==> config.mk <==
export PLATFORM = sky130hd
export DESIGN_NAME = tf_fetch_sched
export DESIGN_NICKNAME = d
export VERILOG_FILES = /design/src/rtl/tf_fetch_sched.sv
export SDC_FILE = /design/constraint.sdc
export NUM_CORES = 1
export LEC_CHECK = 0
export ABC_CLOCK_PERIOD_IN_PS = 2450
export CAP_MARGIN = 20
export CELL_PAD_IN_SITES_DETAIL_PLACEMENT = 0
export CELL_PAD_IN_SITES_GLOBAL_PLACEMENT = 1
export CORE_UTILIZATION = 35
export CTS_CLUSTER_SIZE = 12
export DETAILED_ROUTE_END_ITERATION = 12
export GPL_TIMING_DRIVEN = 0
export HOLD_SLACK_MARGIN = 0.15
export PLACE_DENSITY_LB_ADDON = 0.1
export SYNTH_ARGS = -nofsm -noshare
export SYNTH_HDL_FRONTEND = slang
export SYNTH_SLANG_ARGS = --single-unit
export TNS_END_PERCENT = 20
==> constraint.sdc <==
create_clock -name clk -period 2.45 [get_ports clk]
set_input_delay 0.49 -clock clk [delete_from_list [all_inputs] [get_ports clk]]
set_output_delay 0.49 -clock clk [all_outputs]
set_load 0.1 [all_outputs]
==> src/rtl/tf_fetch_sched.sv <==
// tf_fetch_sched: steps stage/group/beat counters for the twiddle ROMs, drives cen, tf_idx and tf_valid
module tf_fetch_sched #(
   parameter int SC_WIDTH         = 3,
   parameter int NUM_STAGES       = 4,
   parameter int BEAT_WIDTH       = 4,
   parameter int IDX_WIDTH        = 6,
   parameter int GROUPS_PER_STAGE = 64,
   parameter int START_IDX        = 1
) (
   input  logic                  clk,
   input  logic                  rst_n,
   input  logic                  start,
   input  logic                  abort,
   input  logic                  ready,
   output logic                  cen,
   output logic [SC_WIDTH-1:0]   stage_counter,
   output logic [IDX_WIDTH-1:0]  tf_idx,
   output logic [BEAT_WIDTH-1:0] beat,
   output logic                  tf_valid,
   output logic                  busy,
   output logic                  done
);
   typedef enum logic [1:0] {IDLE, RUN, DRAIN} state_t;
   localparam logic [BEAT_WIDTH-1:0] BEAT_LAST = '1;
   localparam logic [IDX_WIDTH-1:0]  GRP_LAST  = IDX_WIDTH'(GROUPS_PER_STAGE - 1);
   localparam logic [SC_WIDTH-1:0]   STG_LAST  = SC_WIDTH'(NUM_STAGES - 1);
   localparam logic [IDX_WIDTH-1:0]  IDX0      = IDX_WIDTH'(START_IDX);
   state_t                state, state_n;
   logic [IDX_WIDTH-1:0]  group, group_n, idx_n;
   logic [SC_WIDTH-1:0]   sc_n;
   logic [BEAT_WIDTH-1:0] beat_n;
   logic                  issue, clr;
   assign issue = (state == RUN) && ready;
   assign cen   = ~issue;
   always_comb begin
      state_n = state;
      sc_n    = stage_counter;
      group_n = group;
      beat_n  = beat;
      idx_n   = tf_idx;
      clr     = 1'b0;
      if (abort && state != IDLE) begin
         state_n = IDLE;
         clr     = 1'b1;
      end else begin
         case (state)
            IDLE: if (start && !abort) begin
               state_n = RUN;
               clr     = 1'b1;
            end
            RUN: if (issue) begin
               beat_n = beat + 1'b1;
               if (beat == BEAT_LAST) begin
                  group_n = group + 1'b1;
                  idx_n   = tf_idx + 1'b1;
                  if (group == GRP_LAST) begin
                     group_n = '0;
                     idx_n   = IDX0;
                     sc_n    = stage_counter + 1'b1;
                     // final beat of the transform: park counters for the next run
                     if (stage_counter == STG_LAST) begin
                        state_n = DRAIN;
                        clr     = 1'b1;
                     end
                  end
               end
            end
            default: state_n = IDLE;
         endcase
      end
      if (clr) begin
         sc_n    = '0;
         group_n = '0;
         beat_n  = '0;
         idx_n   = IDX0;
      end
   end
   always_ff @(posedge clk or negedge rst_n) begin
      if (!rst_n) begin
         state         <= IDLE;
         stage_counter <= '0;
         group         <= '0;
         beat          <= '0;
         tf_idx        <= IDX0;
         tf_valid      <= 1'b0;
         busy          <= 1'b0;
         done          <= 1'b0;
      end else begin
         state         <= state_n;
         stage_counter <= sc_n;
         group         <= group_n;
         beat          <= beat_n;
         tf_idx        <= idx_n;
         tf_valid      <= issue;
         busy          <= state_n != IDLE;
         done          <= state_n == DRAIN;
      end
   end
endmodule

==> reports/results.ini <==
[status]
outcome = complete, no violations

[logic_synthesis]
synth-seq-cells = 24
synth-async-reset-ratio_pct = 100.0
avgSynthCellArea_um2 = 10.19
syn_nets = 128
ys_seq_area_share_pct = 50.05
synth_edf_count = 0
yosys.cell_types.count = 33
ys.flop_type = dfrtp_1
netlist_top_cells_area = dfrtp_1 48%, ha_1 5.2%, nand2_1 4.4%
synth_top_area_share_pct = 47.87
synthCells = 118
yosys_warnings = 0
yosysTopAreaCell = dfrtp_1
syn-cell-area_um2 = 1202

[placement]
place.gp.congestion = 0.7895
dp_hpwl_mm = 1.866
pre_cts_slack_ps = -529.6
port_buffers = 21

[detailed_routing]
met1_length_mm = 1.287
wl_met3_um = 63
drt-total-wl_mm = 2.625
route.met2.wl_mm = 1.235
first_pass_iters = 4
avgViaCountPerCell = 5.229
wire_per_inst_um = 13.96
ant_nets = 0
routed.top_layer = met4
drtIter0Drc = 49
vias = 983
drcViolationCount = 0

[worst_setup_path]
path_buf_inv = 1
cp_slowest_cell = clkdlybuf4s50_1
critPathMaxStageDelay_ps = 1160
cpLargestDelayFamily = buffers and inverters
required_ps = 1960
worstSetupStartpointType = register
cp-end-kind = output pin
crit_arrival_ps = 1910
cp_max_fo = 4
worstSetupPathType = register to output pin
crit_chain = clkdlybuf4s50_1

[power_and_ir_drop]
peakVddDrop_uv = 245.6
leakagePower_nw = 0.7450
power.density_nw_per_um2 = 498.2

[timing]
fin_crit_sh_pct = 97.99
layout_min_cycle_time_ps = 2401
worstMarginPinSlew_ps = 968.2
fin_setup_tns_ps = 0
setup_ws_ps = 49.17
clock.fmax_ghz = 0.4165
slew-limit-headroom_pct = 35.25
setup_viol = 0
fin_worst_hold_slack_ps = 445.8
rsz0062_at_grt = no
drv_slew = 0
skew_ps = 3.073
final-hold-violation-count = 0

[cts]
clock_latency_ps = 320
cts_buffer_depth = 2
tritoncts = done
post_cts_buffers = 0
htree_levels = 1
cts.sinks = 24
cts_root_buffer = clkbuf_4
cts_buffers = 3
path_clk_slew_ps = 140

[final_layout]
drive_gt1_share_pct = 8.333
syn2layout_area_growth_pct = 27.78
nNetsFinal = 155
diodes = 0

[die]
fp.coreArea_um2 = 3153
fp.dieW_um = 60.61
initial_utilization_pct = 38.13
num_io_pins = 22
die_height_um = 60.61
dieArea_um2 = 3674
row_count = 20

[run]
maxCapViolations = 0

[grt]
antenna_found_initial = 0
grtUsageTotal_pct = 16.26
grt_max_degree = 19
grt_pass1_wl_mm = 4.422
grt_pass1_vias = 980
grt.overflow.total = 0

[min_path]
hold_class = input pin to asynchronous set/reset pin

[cell usage in the layout, fill, tap and decap left out, drive strengths merged, types with 5 or more instances in the layout]
master         instances
ha                     5
nand2                 14
a21oi                  6
nand3                  7
nor2                  11
dfrtp                 23
clkbuf                 5
nand4                  5
clkdlybuf4s50         15
[worst reg2reg max path, stage by stage, from the launching register on]
cell	delay (ps)
dfrtp_1	440
ha_1	240
and3_1	230
nand4_1	210
clkbuf_1	380
nand3_1	130
mux2i_1	160
[cell usage after synthesis (2+ instances only)]
library cell,count
a21boi_0,2
a21oi_1,6
and2_1,2
and3_1,4
dfrtp_1,23
ha_1,5
inv_1,3
mux2i_1,4
nand2_1,14
nand3_1,7
nand3b_1,3
nand4_1,5
nor2_1,11
o2111ai_1,3
o21ai_0,3
or3_1,2
or4_1,2
xor2_1,4
[worst paths after layout]
path | start | to | slack (ps) | cells after the start
setup / recovery | beat[1] | beat[1] | 50 | 1
hold / removal | rst_n | stage_counter[0] | 450 | 1
setup reg to reg | beat[0] | tf_idx[3] | 590 | 6
hold reg to reg | state[1] | busy | 510 | 1
max in group asynchronous | rst_n | tf_idx[0] | 1500 | 2
min in group clk | state[1] | busy | 510 | 1
[per-layer routing]
metal / vias up / global-route usage [%]
met5: - / 0
met4: 0 / 5.844
met3: 5 / 2.559
met2: 15 / 27.00
met1: 484 / 21.52
li1: 479 / -
[state kept, by name, summed over array words and instances (netlist names)]
signal,count
tf_valid,1
beat,4
state,2
group,6
tf_idx,6
done,1
busy,1
stage_counter,3
[metrics by stage]
stage | instance area, um^2 | cells | power [mW] | utilization (%)
finish | 1536 | 188 | 0.7654 | 48.73
detailed placement | 1495 | 184 | 0.5575 | 47.42
global route | 1536 | 188 | 0.7946 | 48.73
CTS | 1530 | 188 | 0.7762 | 48.53
floorplan | 1202 | 118 | 0.5111 | -
global placement | 1468 | 183 | 0.5517 | 46.55
[logic make-up (layout without fill, tap and decap cells)]
kind of cell	Yosys count	count (layout)	synth area share [%]
and+or+nand+nor	55	55	24.04
adders and majority gates	5	5	5.203
DFF	24	24	50.05
muxes	4	4	3.330
buffers and inverters	6	32	2.809
AOI/OAI and AO/OA	19	19	10.93
xor gates and xnor gates	5	5	3.642
[power by group]
group,switching [mW],internal [mW],leakage [nW]
Combinational,0.0981,0.0384,0.397
Sequential,0.00812,0.405,0.327
Clock,0.125,0.0909,0.0210
Total,0.231,0.534,0.745
[repair_timing]
| action | 4_1_cts | 5_1_grt |
|---|---|---|
| setup endpoints to repair | 3 | 4 |
| pin swaps | 0 | 0 |
| endpoints found under the hold margin | 0 | 0 |
| gates resized for setup | 5 | 4 |
| hold buffers | 0 | 0 |
[final cells by class]
cell class	count	area (um^2)
fill	318	1617
sequential	24	601.8
multi-input combinational	88	566.8
timing repair buffer	22	242.7
tap	44	55.05
clock buffer	4	36.28
buffer	3	22.52
inverter	3	11.26
(Power assumes the default switching activity.)
